$ cat config.mk
export PLATFORM = sky130hd
export DESIGN_NAME = enclave_cmd_issuer_flat
export DESIGN_NICKNAME = d
export VERILOG_FILES = /design/src/rtl/enclave_cmd_issuer_if.sv /design/src/rtl/enclave_cmd_issuer.sv /design/src/flat_wrapper.sv
export SDC_FILE = /design/constraint.sdc
export NUM_CORES = 1
export LEC_CHECK = 0
export ABC_AREA = 1
export BUFFER_PORTS_ARGS = -buffer_cell sky130_fd_sc_hd__buf_2
export CAP_MARGIN = 10
export CORE_ASPECT_RATIO = 1.75
export CORE_MARGIN = 1
export CORE_UTILIZATION = 58
export DETAILED_ROUTE_END_ITERATION = 6
export GPL_TIMING_DRIVEN = 0
export PLACE_DENSITY = 0.84
export RECOVER_POWER = 100
export SYNTH_ARGS = -nofsm -noshare
export SYNTH_HDL_FRONTEND = slang
export SYNTH_SLANG_ARGS = --single-unit
$ cat constraint.sdc
create_clock -name clk -period 5.4 [get_ports clk]
set_input_delay 0.81 -clock clk [delete_from_list [all_inputs] [get_ports clk]]
set_output_delay 0.81 -clock clk [all_outputs]
set_load 0.03 [all_outputs]
$ cat src/rtl/enclave_cmd_issuer_if.sv
// Host command queue, controller config and response bundle
// for the enclave command issuer.
interface enclave_cmd_issuer_if #(
    parameter int ADDR_WIDTH = 10,
    parameter int BIG_N      = 30,
    parameter int PTR_WIDTH  = 2,
    parameter int TAG_WIDTH  = 4
);
    logic                  cmd_valid;
    logic                  cmd_ready;
    logic [1:0]            cmd_opcode;
    logic [ADDR_WIDTH-1:0] cmd_op1_base;
    logic [ADDR_WIDTH-1:0] cmd_op2_base;
    logic [ADDR_WIDTH-1:0] cmd_out_base;
    logic [BIG_N-1:0]      cmd_noise;
    logic [TAG_WIDTH-1:0]  cmd_tag;
    logic                  config_en;
    logic [1:0]            opcode;
    logic [ADDR_WIDTH-1:0] op1_base_addr;
    logic [ADDR_WIDTH-1:0] op2_base_addr;
    logic [ADDR_WIDTH-1:0] out_base_addr;
    logic [BIG_N-1:0]      noise;
    logic                  ctrl_done;
    logic                  rsp_valid;
    logic [TAG_WIDTH-1:0]  rsp_tag;
    logic                  rsp_timeout;
    logic                  busy;
    logic [PTR_WIDTH:0]    fifo_count;

    modport slave (
        input  cmd_valid, cmd_opcode, cmd_op1_base, cmd_op2_base,
        input  cmd_out_base, cmd_noise, cmd_tag, ctrl_done,
        output cmd_ready, config_en, opcode, op1_base_addr,
        output op2_base_addr, out_base_addr, noise,
        output rsp_valid, rsp_tag, rsp_timeout, busy, fifo_count
    );

    modport master (
        output cmd_valid, cmd_opcode, cmd_op1_base, cmd_op2_base,
        output cmd_out_base, cmd_noise, cmd_tag, ctrl_done,
        input  cmd_ready, config_en, opcode, op1_base_addr,
        input  op2_base_addr, out_base_addr, noise,
        input  rsp_valid, rsp_tag, rsp_timeout, busy, fifo_count
    );
endinterface

$ cat src/rtl/enclave_cmd_issuer.sv
// Queues host FHE op descriptors and issues them one at a time
// to the controller, retiring each on done or timeout.
module enclave_cmd_issuer #(
    parameter int ADDR_WIDTH = 10,
    parameter int BIG_N      = 30,
    parameter int DEPTH      = 4,
    parameter int PTR_WIDTH  = 2,
    parameter int TAG_WIDTH  = 4,
    parameter int TIMEOUT    = 255
) (
    input logic                 clk,
    input logic                 rst,
    enclave_cmd_issuer_if.slave bus
);
    typedef struct packed {
        logic [1:0]            opcode;
        logic [ADDR_WIDTH-1:0] op1;
        logic [ADDR_WIDTH-1:0] op2;
        logic [ADDR_WIDTH-1:0] out;
        logic [BIG_N-1:0]      noise;
        logic [TAG_WIDTH-1:0]  tag;
    } cmd_t;

    typedef enum logic [1:0] {
        IDLE, CONFIG, RUN, RETIRE
    } state_t;

    localparam logic [PTR_WIDTH:0] FULL = (PTR_WIDTH + 1)'(DEPTH);
    localparam logic [7:0] TMO_LAST = 8'(TIMEOUT - 1);

    cmd_t mem [DEPTH];
    cmd_t cmd_in;
    cmd_t head;

    state_t                state_q, state_d;
    logic [PTR_WIDTH-1:0]  wr_ptr_q, wr_ptr_d;
    logic [PTR_WIDTH-1:0]  rd_ptr_q, rd_ptr_d;
    logic [PTR_WIDTH:0]    count_q, count_d;
    logic [7:0]            timer_q, timer_d;
    logic [TAG_WIDTH-1:0]  tag_q, tag_d;
    logic [1:0]            opcode_q, opcode_d;
    logic [ADDR_WIDTH-1:0] op1_q, op1_d;
    logic [ADDR_WIDTH-1:0] op2_q, op2_d;
    logic [ADDR_WIDTH-1:0] out_q, out_d;
    logic [BIG_N-1:0]      noise_q, noise_d;
    logic                  config_en_q, config_en_d;
    logic                  rsp_valid_q, rsp_valid_d;
    logic                  rsp_timeout_q, rsp_timeout_d;
    logic                  cmd_ready;
    logic                  push;
    logic                  pop;

    assign cmd_ready = (count_q != FULL);
    assign push      = bus.cmd_valid && cmd_ready;
    assign pop       = (state_q == IDLE) && (count_q != '0);
    assign head      = mem[rd_ptr_q];

    assign cmd_in = '{
        opcode: bus.cmd_opcode,
        op1:    bus.cmd_op1_base,
        op2:    bus.cmd_op2_base,
        out:    bus.cmd_out_base,
        noise:  bus.cmd_noise,
        tag:    bus.cmd_tag
    };

    always_comb begin
        state_d       = state_q;
        wr_ptr_d      = wr_ptr_q;
        rd_ptr_d      = rd_ptr_q;
        count_d       = count_q;
        timer_d       = timer_q;
        tag_d         = tag_q;
        opcode_d      = opcode_q;
        op1_d         = op1_q;
        op2_d         = op2_q;
        out_d         = out_q;
        noise_d       = noise_q;
        config_en_d   = 1'b0;
        rsp_valid_d   = 1'b0;
        rsp_timeout_d = 1'b0;

        if (push) wr_ptr_d = wr_ptr_q + 1'b1;

        case ({push, pop})
            2'b10:   count_d = count_q + 1'b1;
            2'b01:   count_d = count_q - 1'b1;
            default: count_d = count_q;
        endcase

        unique case (state_q)
            IDLE: begin
                if (pop) begin
                    rd_ptr_d    = rd_ptr_q + 1'b1;
                    opcode_d    = head.opcode;
                    op1_d       = head.op1;
                    op2_d       = head.op2;
                    out_d       = head.out;
                    noise_d     = head.noise;
                    tag_d       = head.tag;
                    config_en_d = 1'b1;
                    state_d     = CONFIG;
                end
            end
            CONFIG: begin
                // done may still be high from the last op; ignore it here
                timer_d = '0;
                state_d = RUN;
            end
            RUN: begin
                if (bus.ctrl_done) begin
                    rsp_valid_d = 1'b1;
                    state_d     = RETIRE;
                end else if (timer_q == TMO_LAST) begin
                    rsp_valid_d   = 1'b1;
                    rsp_timeout_d = 1'b1;
                    state_d       = RETIRE;
                end else begin
                    timer_d = timer_q + 1'b1;
                end
            end
            RETIRE: begin
                state_d = IDLE;
            end
        endcase
    end

    always_ff @(posedge clk) begin
        if (push) mem[wr_ptr_q] <= cmd_in;
    end

    always_ff @(posedge clk or posedge rst) begin
        if (rst) begin
            state_q       <= IDLE;
            wr_ptr_q      <= '0;
            rd_ptr_q      <= '0;
            count_q       <= '0;
            timer_q       <= '0;
            tag_q         <= '0;
            opcode_q      <= '0;
            op1_q         <= '0;
            op2_q         <= '0;
            out_q         <= '0;
            noise_q       <= '0;
            config_en_q   <= 1'b0;
            rsp_valid_q   <= 1'b0;
            rsp_timeout_q <= 1'b0;
        end else begin
            state_q       <= state_d;
            wr_ptr_q      <= wr_ptr_d;
            rd_ptr_q      <= rd_ptr_d;
            count_q       <= count_d;
            timer_q       <= timer_d;
            tag_q         <= tag_d;
            opcode_q      <= opcode_d;
            op1_q         <= op1_d;
            op2_q         <= op2_d;
            out_q         <= out_d;
            noise_q       <= noise_d;
            config_en_q   <= config_en_d;
            rsp_valid_q   <= rsp_valid_d;
            rsp_timeout_q <= rsp_timeout_d;
        end
    end

    assign bus.cmd_ready     = cmd_ready;
    assign bus.config_en     = config_en_q;
    assign bus.opcode        = opcode_q;
    assign bus.op1_base_addr = op1_q;
    assign bus.op2_base_addr = op2_q;
    assign bus.out_base_addr = out_q;
    assign bus.noise         = noise_q;
    assign bus.rsp_valid     = rsp_valid_q;
    assign bus.rsp_tag       = tag_q;
    assign bus.rsp_timeout   = rsp_timeout_q;
    assign bus.busy          = (state_q != IDLE) || (count_q != '0);
    assign bus.fifo_count    = count_q;
endmodule

$ cat src/flat_wrapper.sv
// flat-port wrapper written by rule: the top's interface ports become plain ports
module enclave_cmd_issuer_flat 
#(
    parameter int ADDR_WIDTH = 10,
    parameter int BIG_N      = 30,
    parameter int DEPTH      = 4,
    parameter int PTR_WIDTH  = 2,
    parameter int TAG_WIDTH  = 4,
    parameter int TIMEOUT    = 255
)
  (clk, rst, bus_cmd_valid, bus_cmd_opcode, bus_cmd_op1_base, bus_cmd_op2_base, bus_cmd_out_base, bus_cmd_noise, bus_cmd_tag, bus_ctrl_done, bus_cmd_ready, bus_config_en, bus_opcode, bus_op1_base_addr, bus_op2_base_addr, bus_out_base_addr, bus_noise, bus_rsp_valid, bus_rsp_tag, bus_rsp_timeout, bus_busy, bus_fifo_count);
  enclave_cmd_issuer_if #(.ADDR_WIDTH(ADDR_WIDTH), .BIG_N(BIG_N), .PTR_WIDTH(PTR_WIDTH), .TAG_WIDTH(TAG_WIDTH)) bus_i ();
  input logic clk;
  input logic rst;
  input wire logic [$bits(bus_i.cmd_valid)-1:0] bus_cmd_valid;
  input wire logic [$bits(bus_i.cmd_opcode)-1:0] bus_cmd_opcode;
  input wire logic [$bits(bus_i.cmd_op1_base)-1:0] bus_cmd_op1_base;
  input wire logic [$bits(bus_i.cmd_op2_base)-1:0] bus_cmd_op2_base;
  input wire logic [$bits(bus_i.cmd_out_base)-1:0] bus_cmd_out_base;
  input wire logic [$bits(bus_i.cmd_noise)-1:0] bus_cmd_noise;
  input wire logic [$bits(bus_i.cmd_tag)-1:0] bus_cmd_tag;
  input wire logic [$bits(bus_i.ctrl_done)-1:0] bus_ctrl_done;
  output wire logic [$bits(bus_i.cmd_ready)-1:0] bus_cmd_ready;
  output wire logic [$bits(bus_i.config_en)-1:0] bus_config_en;
  output wire logic [$bits(bus_i.opcode)-1:0] bus_opcode;
  output wire logic [$bits(bus_i.op1_base_addr)-1:0] bus_op1_base_addr;
  output wire logic [$bits(bus_i.op2_base_addr)-1:0] bus_op2_base_addr;
  output wire logic [$bits(bus_i.out_base_addr)-1:0] bus_out_base_addr;
  output wire logic [$bits(bus_i.noise)-1:0] bus_noise;
  output wire logic [$bits(bus_i.rsp_valid)-1:0] bus_rsp_valid;
  output wire logic [$bits(bus_i.rsp_tag)-1:0] bus_rsp_tag;
  output wire logic [$bits(bus_i.rsp_timeout)-1:0] bus_rsp_timeout;
  output wire logic [$bits(bus_i.busy)-1:0] bus_busy;
  output wire logic [$bits(bus_i.fifo_count)-1:0] bus_fifo_count;
  assign bus_i.cmd_valid = bus_cmd_valid;
  assign bus_i.cmd_opcode = bus_cmd_opcode;
  assign bus_i.cmd_op1_base = bus_cmd_op1_base;
  assign bus_i.cmd_op2_base = bus_cmd_op2_base;
  assign bus_i.cmd_out_base = bus_cmd_out_base;
  assign bus_i.cmd_noise = bus_cmd_noise;
  assign bus_i.cmd_tag = bus_cmd_tag;
  assign bus_i.ctrl_done = bus_ctrl_done;
  assign bus_cmd_ready = bus_i.cmd_ready;
  assign bus_config_en = bus_i.config_en;
  assign bus_opcode = bus_i.opcode;
  assign bus_op1_base_addr = bus_i.op1_base_addr;
  assign bus_op2_base_addr = bus_i.op2_base_addr;
  assign bus_out_base_addr = bus_i.out_base_addr;
  assign bus_noise = bus_i.noise;
  assign bus_rsp_valid = bus_i.rsp_valid;
  assign bus_rsp_tag = bus_i.rsp_tag;
  assign bus_rsp_timeout = bus_i.rsp_timeout;
  assign bus_busy = bus_i.busy;
  assign bus_fifo_count = bus_i.fifo_count;
  enclave_cmd_issuer #(.ADDR_WIDTH(ADDR_WIDTH), .BIG_N(BIG_N), .DEPTH(DEPTH), .PTR_WIDTH(PTR_WIDTH), .TAG_WIDTH(TAG_WIDTH), .TIMEOUT(TIMEOUT)) u_core (.clk(clk), .rst(rst), .bus(bus_i));
endmodule
==> qor.yml, run 1 <==
floorplan:
  dieArea_mm2: 0.0241
  die_width_um: 118
  core_area_mm2: 0.0229
  initial_core_util: 0.594
  row_count: 73
  ioPinCount: 144
  die_y_um: 205
place:
  dpl.hpwl_um: 20000
  pre_cts_ws_ns: 2.72
  globalplace.congestion: 0.831
  placed_cell_area_mm2: 0.0149
  port_buffers: 143
worst_setup_path:
  critPathLaunchType: "flop"
  path_class: "flop to flop"
  cp.required_ns: 5.55
  worstPathCellList: "inv_1 -> nand3_1 -> nand2_1 -> nor2_1 -> clkbuf_1"
  cp_num_buf_inv: 2
  path_max_fanout: 30
  reg2reg_from: "u_core.bus.fifo_count[0]"
  cp_top_family: "buffers and inverters"
  cpPeakStageDelay_ns: 1.42
  crit_start: "u_core.bus.fifo_count[0]"
  slowest_stage: "clkbuf_1"
  worstPathArrival_ns: 3.82
  end_kind: "flop"
clocking:
  holdBufCountCts: 0
  clk_latency_ns: 0.57
  cts_setup_buffers: 0
  clkTransAtPathRegs_ns: 0.07
  cts-root-buf: "clkbuf_16"
  ctsLongestPathBuffers: 3
  numCtsBuffers: 29
  cts.repair.resized: 0
  cts.sinks: 350
  htree_levels: 1
  tritoncts: "done"
timing:
  fin_crit_sh: 0.679
  fin_skew_ns: 0.0217
  setup_slack_ns: 1.74
  relSlewSlack: -0.760
  slew_viol_final: 160
  timing.fmax_ghz: 0.273
  rsz0062_at_grt: "no"
  whs_ns: 0.437
  hold_violations: 0
  tightestPinTransition_ns: 2.63
  setup_viol: 0
  post-route-min-period_ns: 3.66
run_status:
  violations: "capacitance limit, slew limit"
  status: "complete, but fails checks"
detailed_routing:
  drt_pass1_iterations: 5
  num_vias: 9069
  drc: 0
  vias_per_cell: 5.57
  wl_per_cell_um: 19.3
  ant_nets: 0
  drt-initial-drc-count: 788
  totalWireLength_um: 31400
pwr:
  leakagePower_nw: 5.60
  ir_drop_uv: 425
  total_power_mw: 9.63
  p_per_area_mw_per_mm2: 619
layout:
  syn_to_final_growth_pct: 14.1
  seq_area_mm2: 0.0101
  final_util: 0.678
  n_fill_cell: 1636
  nets: 1386
  multi_input_area_mm2: 0.00303
  drive_gt1_frac: 0.0693
  stdcell_area_mm2: 0.0155
logic_synthesis:
  synth_edf_count: 264
  synth_top_area_frac: 0.582
  ys_ff_latch: 350
  ys_async_sr_fraction: 0.246
  synthesis.nets: 1203
  yosys_most_used_dff: "edfxtp_1"
  yosysMostFrequentCell: "nor2_1"
  ys_warn_count: 0
  netlist_instances: 1122
  synth.avg_cell_area_um2: 12.1
  synth_top_area_cell: "edfxtp_1"
  synthTopCellsByCount: "nor2_1 (414), edfxtp_1 (264), o21ai_0 (111), dfrtp_1 (86), a21oi_1 (70)"
  yosysUniqueCellTypes: 26
  synth_area_leaders: "edfxtp_1 (58%), dfrtp_1 (16%), nor2_1 (11%)"
  ys_seq_area_frac: 0.740
  synthesis.area_mm2: 0.0136
worst_hold_path:
  hp-start: "bus_ctrl_done"
  hp-class: "primary input to flop"
global_route:
  grt_pass1_wl_um: 48900
  grt-ovfl-total: 0
  grt_max_degree: 60
  antenna_found_initial: 1
  grt_pass1_vias: 9323
  gr-usage-all-layers: 0.266
job:
  maxCapViolations: 6
## worst register-to-register path, cell delays in order, from the launching register on
cell	delay [ns]
dfrtp_1	0.39
inv_1	0.12
nand3_1	0.13
nand2_1	0.22
nor2_1	0.97
clkbuf_1	1.42
## cell usage in the layout (no fill, tap or decap), types with 10 or more instances in the layout
| cell | instances |
|---|---|
| dfrtp_1 | 86 |
| a21oi_1 | 71 |
| clkbuf_16 | 29 |
| inv_1 | 20 |
| o21ai_1 | 25 |
| o21ai_0 | 113 |
| nor2_1 | 415 |
| edfxtp_1 | 264 |
| nand2_1 | 31 |
| buf_6 | 18 |
| ha_1 | 10 |
| buf_2 | 12 |
| clkbuf_1 | 178 |
## path summary, 6_finish.rpt
path                       cells past startpoint                     endpoint  slack, ns
hold / removal                                 2       u_core.bus.rsp_timeout       0.44
hold reg to reg                                1     u_core.bus.fifo_count[0]       0.53
min in group asynchronous                      2         u_core.bus.rsp_valid       0.57
setup reg to reg                               5            u_core.mem[0][23]       1.74
setup / recovery                               5            u_core.mem[0][23]       1.74
max in group asynchronous                      3  u_core.bus.op1_base_addr[3]       3.94
## through the flow
step	cells	TNS (ns)
finish	1628	0
global route	1628	0
CTS	1627	0
detailed placement	1574	0
global placement	1565	-237.97
floorplan	1122	0
## registers in the layout (all words and copies together), names as in the netlist, 2 cells and up
| signal | cells |
|---|---|
| u_core.bus.op2_base_addr | 10 |
| u_core.bus.op1_base_addr | 10 |
| u_core.bus.noise | 30 |
| u_core.bus.rsp_tag | 4 |
| u_core.rd_ptr_q | 2 |
| u_core.wr_ptr_q | 2 |
| u_core.mem | 264 |
| u_core.state_q | 2 |
| u_core.bus.opcode | 2 |
| u_core.bus.fifo_count | 3 |
| u_core.bus.out_base_addr | 10 |
| u_core.timer_q | 8 |
## cells by family (layout without fill, tap and decap cells)
group | after synthesis | after routing | share of synthesized area
AO/OA/AOI/OAI | 209 | 209 | 0.0776
XOR/XNOR | 6 | 6 | 0.00386
adder cells (fa/ha/maj) | 11 | 11 | 0.0107
buffers and inverters | 81 | 286 | 0.0364
flip-flops | 350 | 350 | 0.740
other | 0 | 1 | 0
AND/OR/NAND/NOR | 465 | 465 | 0.132
## per-layer routing
layer	part of all wire	wire length (µm)	up-vias	global-route usage
li1	-	-	4190	-
met1	0.37	11600	4452	0.300
met5	0	0	-	0
met2	0.54	16900	343	0.499
met4	0.040	1270	0	0.125
met3	0.053	1670	84	0.0312
## power breakdown
part           switching (mW)  internal [mW]  leakage (nW)  total, mW
combinational            2.60           1.01          1.74       3.60
clock                   0.927           1.14         0.458       2.07
sequential              0.304           3.65          3.40       3.96
## final cells by class
cell class | count | share of cell area
sequential | 350 | 0.648
multi-input combinational | 691 | 0.195
antenna | 1 | 0.000161
tap | 300 | 0.0241
inverter | 24 | 0.00604
timing repair buffer | 152 | 0.0431
buffer | 57 | 0.0239
clock buffer | 40 | 0.0519
clock inverter | 13 | 0.00789
No activity file was read; power rests on OpenSTA's default activity.
==> run 2: changes to the inputs <==
- clock period: 5.4 -> 3.4 ns (I/O delays scaled with it)
==> qor.yml, run 2 (same netlist as run 1, synthesis figures left out) <==
run_status:
  status: "complete, but fails checks"
  violations: "capacitance limit, slew limit"
pwr:
  total_power_mw: 15.3  # +59%
  ir_drop_uv: 676  # +59%
  p_per_area_mw_per_mm2: 980  # +58%
  leakagePower_nw: 5.64  # +0.67%
timing:
  setup_viol: 0  # unchanged
  hold_violations: 0  # unchanged
  slew_viol_final: 24  # -85%
  fin_crit_sh: 0.810  # +0.132
  setup_slack_ns: 0.644  # -1.09 ns
  tightestPinTransition_ns: 1.58  # -1.05 ns
  rsz0062_at_grt: "no"
  relSlewSlack: -0.0570  # +0.703
  timing.fmax_ghz: 0.363  # +33%
  whs_ns: 0.140  # -0.297 ns
  fin_skew_ns: 0.0197  # -0.00202 ns
  post-route-min-period_ns: 2.76  # -0.908 ns
worst_setup_path:
  cp.required_ns: 3.65  # -1.90 ns
  cp_top_family: "simple AND/OR/NAND/NOR gates"
  critPathLaunchType: "flop"
  cpPeakStageDelay_ns: 1.25  # -0.17 ns
  cp_num_buf_inv: 2  # unchanged
  path_class: "flop to flop"
  worstPathCellList: "inv_1 -> nand3_1 -> nand2_1 -> nor2_2 -> buf_12"
  slowest_stage: "nor2_2"
  end_kind: "flop"
  path_max_fanout: 25  # -17%
  worstPathArrival_ns: 3.00  # -0.82 ns
  rrSetupSlack_ns: 0.64  # -1.09 ns
detailed_routing:
  num_vias: 9057  # -0.13%
  drt-initial-drc-count: 764  # -3.0%
  ant_nets: 0  # unchanged
  wl_per_cell_um: 19.3  # -0.27%
  drc: 0  # unchanged
  totalWireLength_um: 31400  # -0.21%
  vias_per_cell: 5.56  # -0.19%
  drt_pass1_iterations: 5  # unchanged
layout:
  final_util: 0.682  # +0.00371
  largest_register: "u_core.mem"
  largest_reg_flops: 264  # unchanged
  nets: 1387  # +0.072%
  syn_to_final_growth_pct: 14.7
  drive_gt1_frac: 0.0745  # +0.00522
  final_common_cell: "nor2_1"
  most-common-layout-cells: "nor2_1 (413), edfxtp_1 (264), clkbuf_1 (173)"
  layout.cells.non_filler: 1629  # +0.061%
place:
  globalplace.congestion: 0.831  # unchanged
  pre_cts_ws_ns: 0.954  # -1.77 ns
  port_buffers: 143  # unchanged
  dpl.hpwl_um: 20000  # unchanged
  dp_cells: 1574  # unchanged
floorplan:
  core_area_mm2: 0.0229  # unchanged
  dieArea_mm2: 0.0241  # unchanged
  die_width_um: 118  # unchanged
  die_y_um: 205  # unchanged
  ioPinCount: 144  # unchanged
  initial_core_util: 0.594  # unchanged
  row_count: 73  # unchanged
global_route:
  grt-ovfl-total: 0  # unchanged
  globalRoute.busiestLayer: "met2"
  grt_util_met1: 0.300  # unchanged
  grt_pass1_wl_um: 48900  # about the same
  grt_util_met3: 0.0312  # unchanged
  antenna_found_initial: 1  # unchanged
  grt_pass1_vias: 9328  # +0.054%
  gr-usage-all-layers: 0.266  # about the same
  grt_max_degree: 60  # unchanged
  grtUsageMet2: 0.499  # about the same
clocking:
  clk_latency_ns: 0.56  # about the same
  cts_setup_buffers: 0  # unchanged
  htree_levels: 1  # unchanged
  tritoncts: "done"
  cts.sinks: 350  # unchanged
  cts.repair.resized: 0  # unchanged
  cts-root-buf: "clkbuf_16"
  clkTransAtPathRegs_ns: 0.07  # about the same
  ctsLongestPathBuffers: 3  # unchanged
  numCtsBuffers: 29  # unchanged
job:
  maxCapViolations: 2  # -4
worst_hold_path:
  hp-class: "primary input to flop"
[run 2: cell types whose count changed in the layout (fill, tap and decap cells not counted), moves of 2 or more]
cell      previous run  this run
buf_12               3         7
clkbuf_1           178       173
nor2_2               2         4
nor2_1             415       413
[run 2: per-stage QoR]
| stage | setup TNS (ns) | cell area (µm²) |
|---|---|---|
| floorplan | -288.36 | 13600 |
| detailed placement | 0 | 14900 |
| global placement | -753.20 | 14700 |
| CTS | 0 | 15900 |
| finish | 0 | 15600 |
| global route | 0 | 15600 |
[run 2: final cells by class]
class                           count  area [µm²]
Fill cell                        1625        7290
Clock inverter                     13         123
Clock buffer                       40         807
Inverter                           24        93.8
Sequential cell                   350       10100
Multi-Input combinational cell    691        3030
Buffer                             57         377
Tap cell                          300         375
Antenna cell                        1        2.50
Timing Repair Buffer              153         746
[run 2: power by group]
part	internal (mW)	switching, mW
Clock	1.81	1.47
Combinational	1.64	4.13
Sequential	5.78	0.478
Total	9.24	6.08
[run 2: what timing repair did]
item	in CTS	in global routing
endpoints found under the hold margin	27	0
setup endpoints to repair	0	0
hold buffers	1	0
[run 2: final timing paths]
path | depth (start not counted) | startpoint | to
max | 5 | u_core.bus.fifo_count[0] | u_core.mem[3][10]
min | 2 | bus_ctrl_done | u_core.bus.rsp_timeout
max reg2reg | 5 | u_core.bus.fifo_count[0] | u_core.mem[3][10]
min reg2reg | 1 | u_core.bus.fifo_count[0] | u_core.bus.fifo_count[0]
max in group asynchronous | 4 | rst | u_core.bus.noise[3]
min in group asynchronous | 3 | rst | u_core.bus.rsp_valid
[run 2: routing by layer]
layer  vias up  wire length (µm)
li1       4191                 -
met1      4436             11600
met2       342             16800
met3        88              1690
met4         0              1340
met5         -                 0
